<file path="config.mk">
export PLATFORM = sky130hd
export DESIGN_NAME = sparse_idx_mask
export DESIGN_NICKNAME = d
export VERILOG_FILES = /design/src/rtl/sparse_idx_mask.sv
export SDC_FILE = /design/constraint.sdc
export NUM_CORES = 1
export LEC_CHECK = 0
export ABC_AREA = 1
export CORE_MARGIN = 2
export CORE_UTILIZATION = 38
export DETAILED_ROUTE_END_ITERATION = 8
export GPL_TIMING_DRIVEN = 0
export PLACE_DENSITY = 0.67
export SKIP_CTS_REPAIR_TIMING = 1
export SYNTH_ARGS = -nofsm -noshare
export SYNTH_HDL_FRONTEND = slang
export SYNTH_SLANG_ARGS = --single-unit
</file>
<file path="constraint.sdc">
create_clock -name clk -period 3.3 [get_ports clk]
set_input_delay 0.99 -clock clk [delete_from_list [all_inputs] [get_ports clk]]
set_output_delay 0.99 -clock clk [all_outputs]
set_load 0.01 [all_outputs]
</file>
<file path="src/rtl/sparse_idx_mask.sv">
// ============================================================================
// sparse_idx_mask: accumulates a tile of sparse indices into a DEPTH-bit
// occupancy bitmap plus running count, handed off over valid/ready.
// Optional error flags: define SPARSE_ERR_CHK_EN.
// Revision: 1.0
// ============================================================================
`default_nettype none

module sparse_idx_mask #(
  parameter int ADDR_W = 7,
  parameter int DEPTH  = 128
) (
  input  logic              clk,
  input  logic              rst_n,
  input  logic              idx_valid,
  output logic              idx_ready,
  input  logic [ADDR_W-1:0] idx_data,
  input  logic              idx_last,
  output logic              mask_valid,
  input  logic              mask_ready,
  output logic [DEPTH-1:0]  mask_data,
  output logic [ADDR_W:0]   mask_count,
  output logic              err_dup,
  output logic              err_range
);

  typedef enum logic {
    ACCUM = 1'b0,
    HOLD  = 1'b1
  } state_t;

  localparam logic [ADDR_W:0] C_DEPTH = (ADDR_W+1)'(DEPTH);

  state_t            state_q, state_d;
  logic [DEPTH-1:0]  mask_q, mask_d;
  logic [ADDR_W:0]   count_q, count_d;

  logic              w_accept;
  logic              w_handoff;
  logic              w_in_range;
  logic              w_hit;
  logic [DEPTH-1:0]  w_onehot;

  assign w_accept   = idx_valid && (state_q == ACCUM);
  assign w_handoff  = mask_ready && (state_q == HOLD);
  assign w_in_range = ({1'b0, idx_data} < C_DEPTH);
  // Indices past the top bit shift out entirely, so the decode is zero for them.
  assign w_onehot   = DEPTH'(1) << idx_data;
  assign w_hit      = |(mask_q & w_onehot);

  always_comb begin
    state_d = state_q;
    mask_d  = mask_q;
    count_d = count_q;
    case (state_q)
      ACCUM: begin
        if (w_accept) begin
          if (w_in_range && !w_hit) begin
            mask_d  = mask_q | w_onehot;
            count_d = count_q + (ADDR_W+1)'(1);
          end
          if (idx_last) begin
            state_d = HOLD;
          end
        end
      end
      HOLD: begin
        if (w_handoff) begin
          state_d = ACCUM;
          mask_d  = '0;
          count_d = '0;
        end
      end
      default: state_d = ACCUM;
    endcase
  end

  always_ff @(posedge clk or negedge rst_n) begin
    if (!rst_n) begin
      state_q <= ACCUM;
      mask_q  <= '0;
      count_q <= '0;
    end else begin
      state_q <= state_d;
      mask_q  <= mask_d;
      count_q <= count_d;
    end
  end

  assign idx_ready  = (state_q == ACCUM);
  assign mask_valid = (state_q == HOLD);
  assign mask_data  = mask_q;
  assign mask_count = count_q;

`ifdef SPARSE_ERR_CHK_EN
  logic dup_q, dup_d;
  logic range_q, range_d;

  always_comb begin
    dup_d   = dup_q;
    range_d = range_q;
    if (w_handoff) begin
      dup_d   = 1'b0;
      range_d = 1'b0;
    end else if (w_accept) begin
      if (!w_in_range) begin
        range_d = 1'b1;
      end else if (w_hit) begin
        dup_d = 1'b1;
      end
    end
  end

  always_ff @(posedge clk or negedge rst_n) begin
    if (!rst_n) begin
      dup_q   <= 1'b0;
      range_q <= 1'b0;
    end else begin
      dup_q   <= dup_d;
      range_q <= range_d;
    end
  end

  assign err_dup   = dup_q;
  assign err_range = range_q;
`else
  assign err_dup   = 1'b0;
  assign err_range = 1'b0;
`endif

endmodule

`default_nettype wire

</file>
==> impl_metrics.py <==
metrics = {
    "detailed_routing": {
        "vias": 10810,
        "drt_iter0_drc": 1330,
        "post_drt_wl_per_cell_microns": 23.66,
        "drc": 0,
        "dr.pass1.iters": 6,
        "vias_per_cell": 5.718,
        "ant_nets": 0,
        "drt-total-wl_mm": 44.74,
    },
    "sta": {
        "finalWorstSetupSlack_ps": -1.820,
        "period_share_pct": 100.1,
        "tns_ps": -1.820,
        "max_freq_mhz": 302.9,
        "slew_headroom_pct": 32.99,
        "setup_violations": 1,
        "final_max_slew_viol_count": 0,
        "min_period_ps": 3302,
        "worstMarginPinSlew_ps": 1005,
        "fin_worst_skew_ps": 15.79,
        "hold_viol": 0,
    },
    "floorplanning": {
        "rows": 56,
        "coreArea_sq_mm": 0.02333,
        "dieArea_sq_mm": 0.02482,
        "die_y_microns": 157.5,
        "die_w_microns": 157.5,
        "io_pins": 152,
        "initial_core_util_pct": 38.40,
    },
    "grt": {
        "grt_use_total_pct": 35.89,
        "grt_max_degree": 76,
        "grt_antenna_before_repair": 0,
        "grt_pass1_vias": 9658,
        "grt.overflow.total": 0,
        "grt_pass1_wl_mm": 64.25,
    },
    "place": {
        "gp_congestion": 1.020,
        "placed_cells": 1823,
        "port_buffers": 144,
        "dp_hpwl_mm": 33.13,
    },
    "pwr": {
        "seqPwrFrac_pct": 39.3,
        "swShare_pct": 35.41,
        "power_frac_comb_pct": 22.8,
        "leakagePower_nw": 5.673,
        "powerDensity_mw_per_mm2": 404.8,
        "power.total_mw": 4.877,
        "switching_power_mw": 1.727,
        "vdd_drop_max_v": 0.0002878,
        "internal-power_mw": 3.150,
        "p_clk_share_pct": 37.9,
    },
    "logic_synthesis": {
        "ys_ff_latch": 137,
        "ys_types": 31,
        "seq_area_frac_synth_pct": 38.27,
        "syn_area_per_cell_sq_um": 6.597,
        "ys_warn_count": 0,
        "synth_area_sq_mm": 0.008959,
        "netlist_instances": 1358,
    },
    "final_layout": {
        "regArea_sq_mm": 0.003428,
        "num_antenna_cells": 0,
        "layout-drive-gt1-share_pct": 11.77,
        "multiInputGateArea_sq_mm": 0.004955,
        "nFillCells": 2398,
        "area_growth_pct": 34.48,
        "fin_nets": 1572,
        "final_core_util_pct": 51.64,
        "stdcell_count": 1891,
    },
    "setup_path": {
        "path_max_fanout": 11,
        "worstSetupPathType": "register to output pin",
        "worst-endpoint-arrival_ps": 2310,
        "worstPathRequired_ps": 2310,
        "start_kind": "register",
        "crit_path_end_kind": "output pin",
    },
    "clock_network": {
        "cts.sinks": 137,
        "cts_tree": "done",
        "cts.htree.levels": 4,
        "cts_root_buf": "clkbuf_16",
        "clk_path_buf_depth": 2,
        "clk_pin_slew_ps": 70,
        "clock_latency_ps": 440,
        "cts_buffers": 17,
    },
    "status": {
        "status": "complete, but fails checks",
        "violations": "negative setup slack",
    },
    "min_path": {
        "min_path_type": "input port to asynchronous set/reset pin",
    },
    "flow_run": {
        "cap_viol_max_count": 0,
    },
}
[cell usage in the layout, fill, tap and decap left out, types with 18 or more instances in the layout]
master / instances
inv_1: 71
nand3_1: 233
buf_2: 28
nand2_1: 400
buf_4: 40
a21oi_1: 94
clkdlybuf4s50_1: 141
dfrtp_1: 137
nand4_1: 75
clkbuf_1: 34
nor2_4: 23
o21a_1: 19
nor2_1: 135
buf_1: 20
clkbuf_16: 18
[cell usage after synthesis]
master	number	share of area (%)
nand3_1	235	13
nor2_1	158	6.6
o21a_1	19	1.6
inv_2	5	0.21
o2111ai_1	1	0.098
conb_1	1	0.042
xor2_1	2	0.20
buf_1	23	0.96
dfrtp_1	137	38
buf_4	12	1.0
nor3_1	13	0.73
buf_6	6	0.75
o21ai_0	1	0.056
clkinv_1	1	0.042
nor3_2	4	0.45
ha_1	1	0.14
nand3_2	1	0.11
nor4_1	2	0.14
nor2_4	1	0.13
nand2_2	1	0.070
clkbuf_1	38	1.6
nor2_2	12	0.84
nor3b_1	2	0.17
nand4_1	75	5.2
and3_1	1	0.070
inv_1	71	3.0
buf_2	33	1.8
nand2_1	400	17
a31oi_1	6	0.42
a21oi_1	94	5.3
o21ai_1	2	0.11
[critical path: stages, from the launching register on]
cell	delay, ps
dfrtp_1	600
inv_1	300
buf_2	360
clkdlybuf4s50_1	610
[routing by layer]
layer	up-vias	wire (microns)	GRT usage, %
li1	4915	-	-
met1	5081	18880	50.87
met2	708	19310	52.26
met3	109	4686	8.095
met4	0	1866	15.54
met5	-	0	0
[flip-flops by register name, summed over array words and instances, names as in the netlist]
register    count
mask_data     128
mask_count      8
mask_valid      1
[per-stage QoR]
stage	hold slack (ps)	area [sq um]	worst slack, ps
finish	515.6	12050	-1.820
global route	579.4	12050	-40.52
floorplan	557.6	8962	490.1
detailed placement	541.8	10830	-1344
CTS	542.4	11370	-897.2
global placement	526.5	10800	-4420
[kinds of logic after synthesis]
logic type / Yosys count / share of synthesized area, %
AND/OR/NAND/NOR: 905 / 44.44
buffers and inverters: 189 / 9.386
AO/OA/AOI/OAI: 123 / 7.528
flip-flops: 137 / 38.27
other: 1 / 0.04186
adder cells (fa/ha/maj): 1 / 0.1396
XOR/XNOR: 2 / 0.1956
[area by class of cell]
class | count | share of cell area, %
Timing Repair Buffer | 182 | 15.15
Clock inverter | 14 | 0.9139
Buffer | 111 | 5.037
Sequential cell | 137 | 28.46
Multi-Input combinational cell | 1033 | 41.13
Clock buffer | 18 | 3.562
Tap cell | 319 | 3.313
Inverter | 77 | 2.441
[power by group through the flow]
| stage | Sequential [mW] | Combinational (mW) | Clock (mW) |
|---|---|---|---|
| after floorplan | 1.94 | 0.486 | 0 |
| after global placement | 1.94 | 1.00 | 0 |
| after detailed placement | 1.94 | 1.01 | 0 |
| after CTS | 1.91 | 1.02 | 1.86 |
| after global routing | 1.93 | 1.18 | 1.93 |
| final | 1.92 | 1.11 | 1.85 |
[path summary, 6_finish.rpt]
kind / startpoint / to / slack (ps) / depth (start not counted)
min: rst_n / mask_data[114] / 520 / 1
max reg2reg: mask_valid / mask_data[94] / 340 / 6
max in group asynchronous: rst_n / mask_data[53] / 1960 / 2
max: mask_valid / idx_ready / -2 / 3
min in group clk: mask_data[21] / mask_data[21] / 560 / 2
min reg2reg: mask_data[21] / mask_data[21] / 560 / 2
Note: power is estimated with default switching activity, not from simulation.
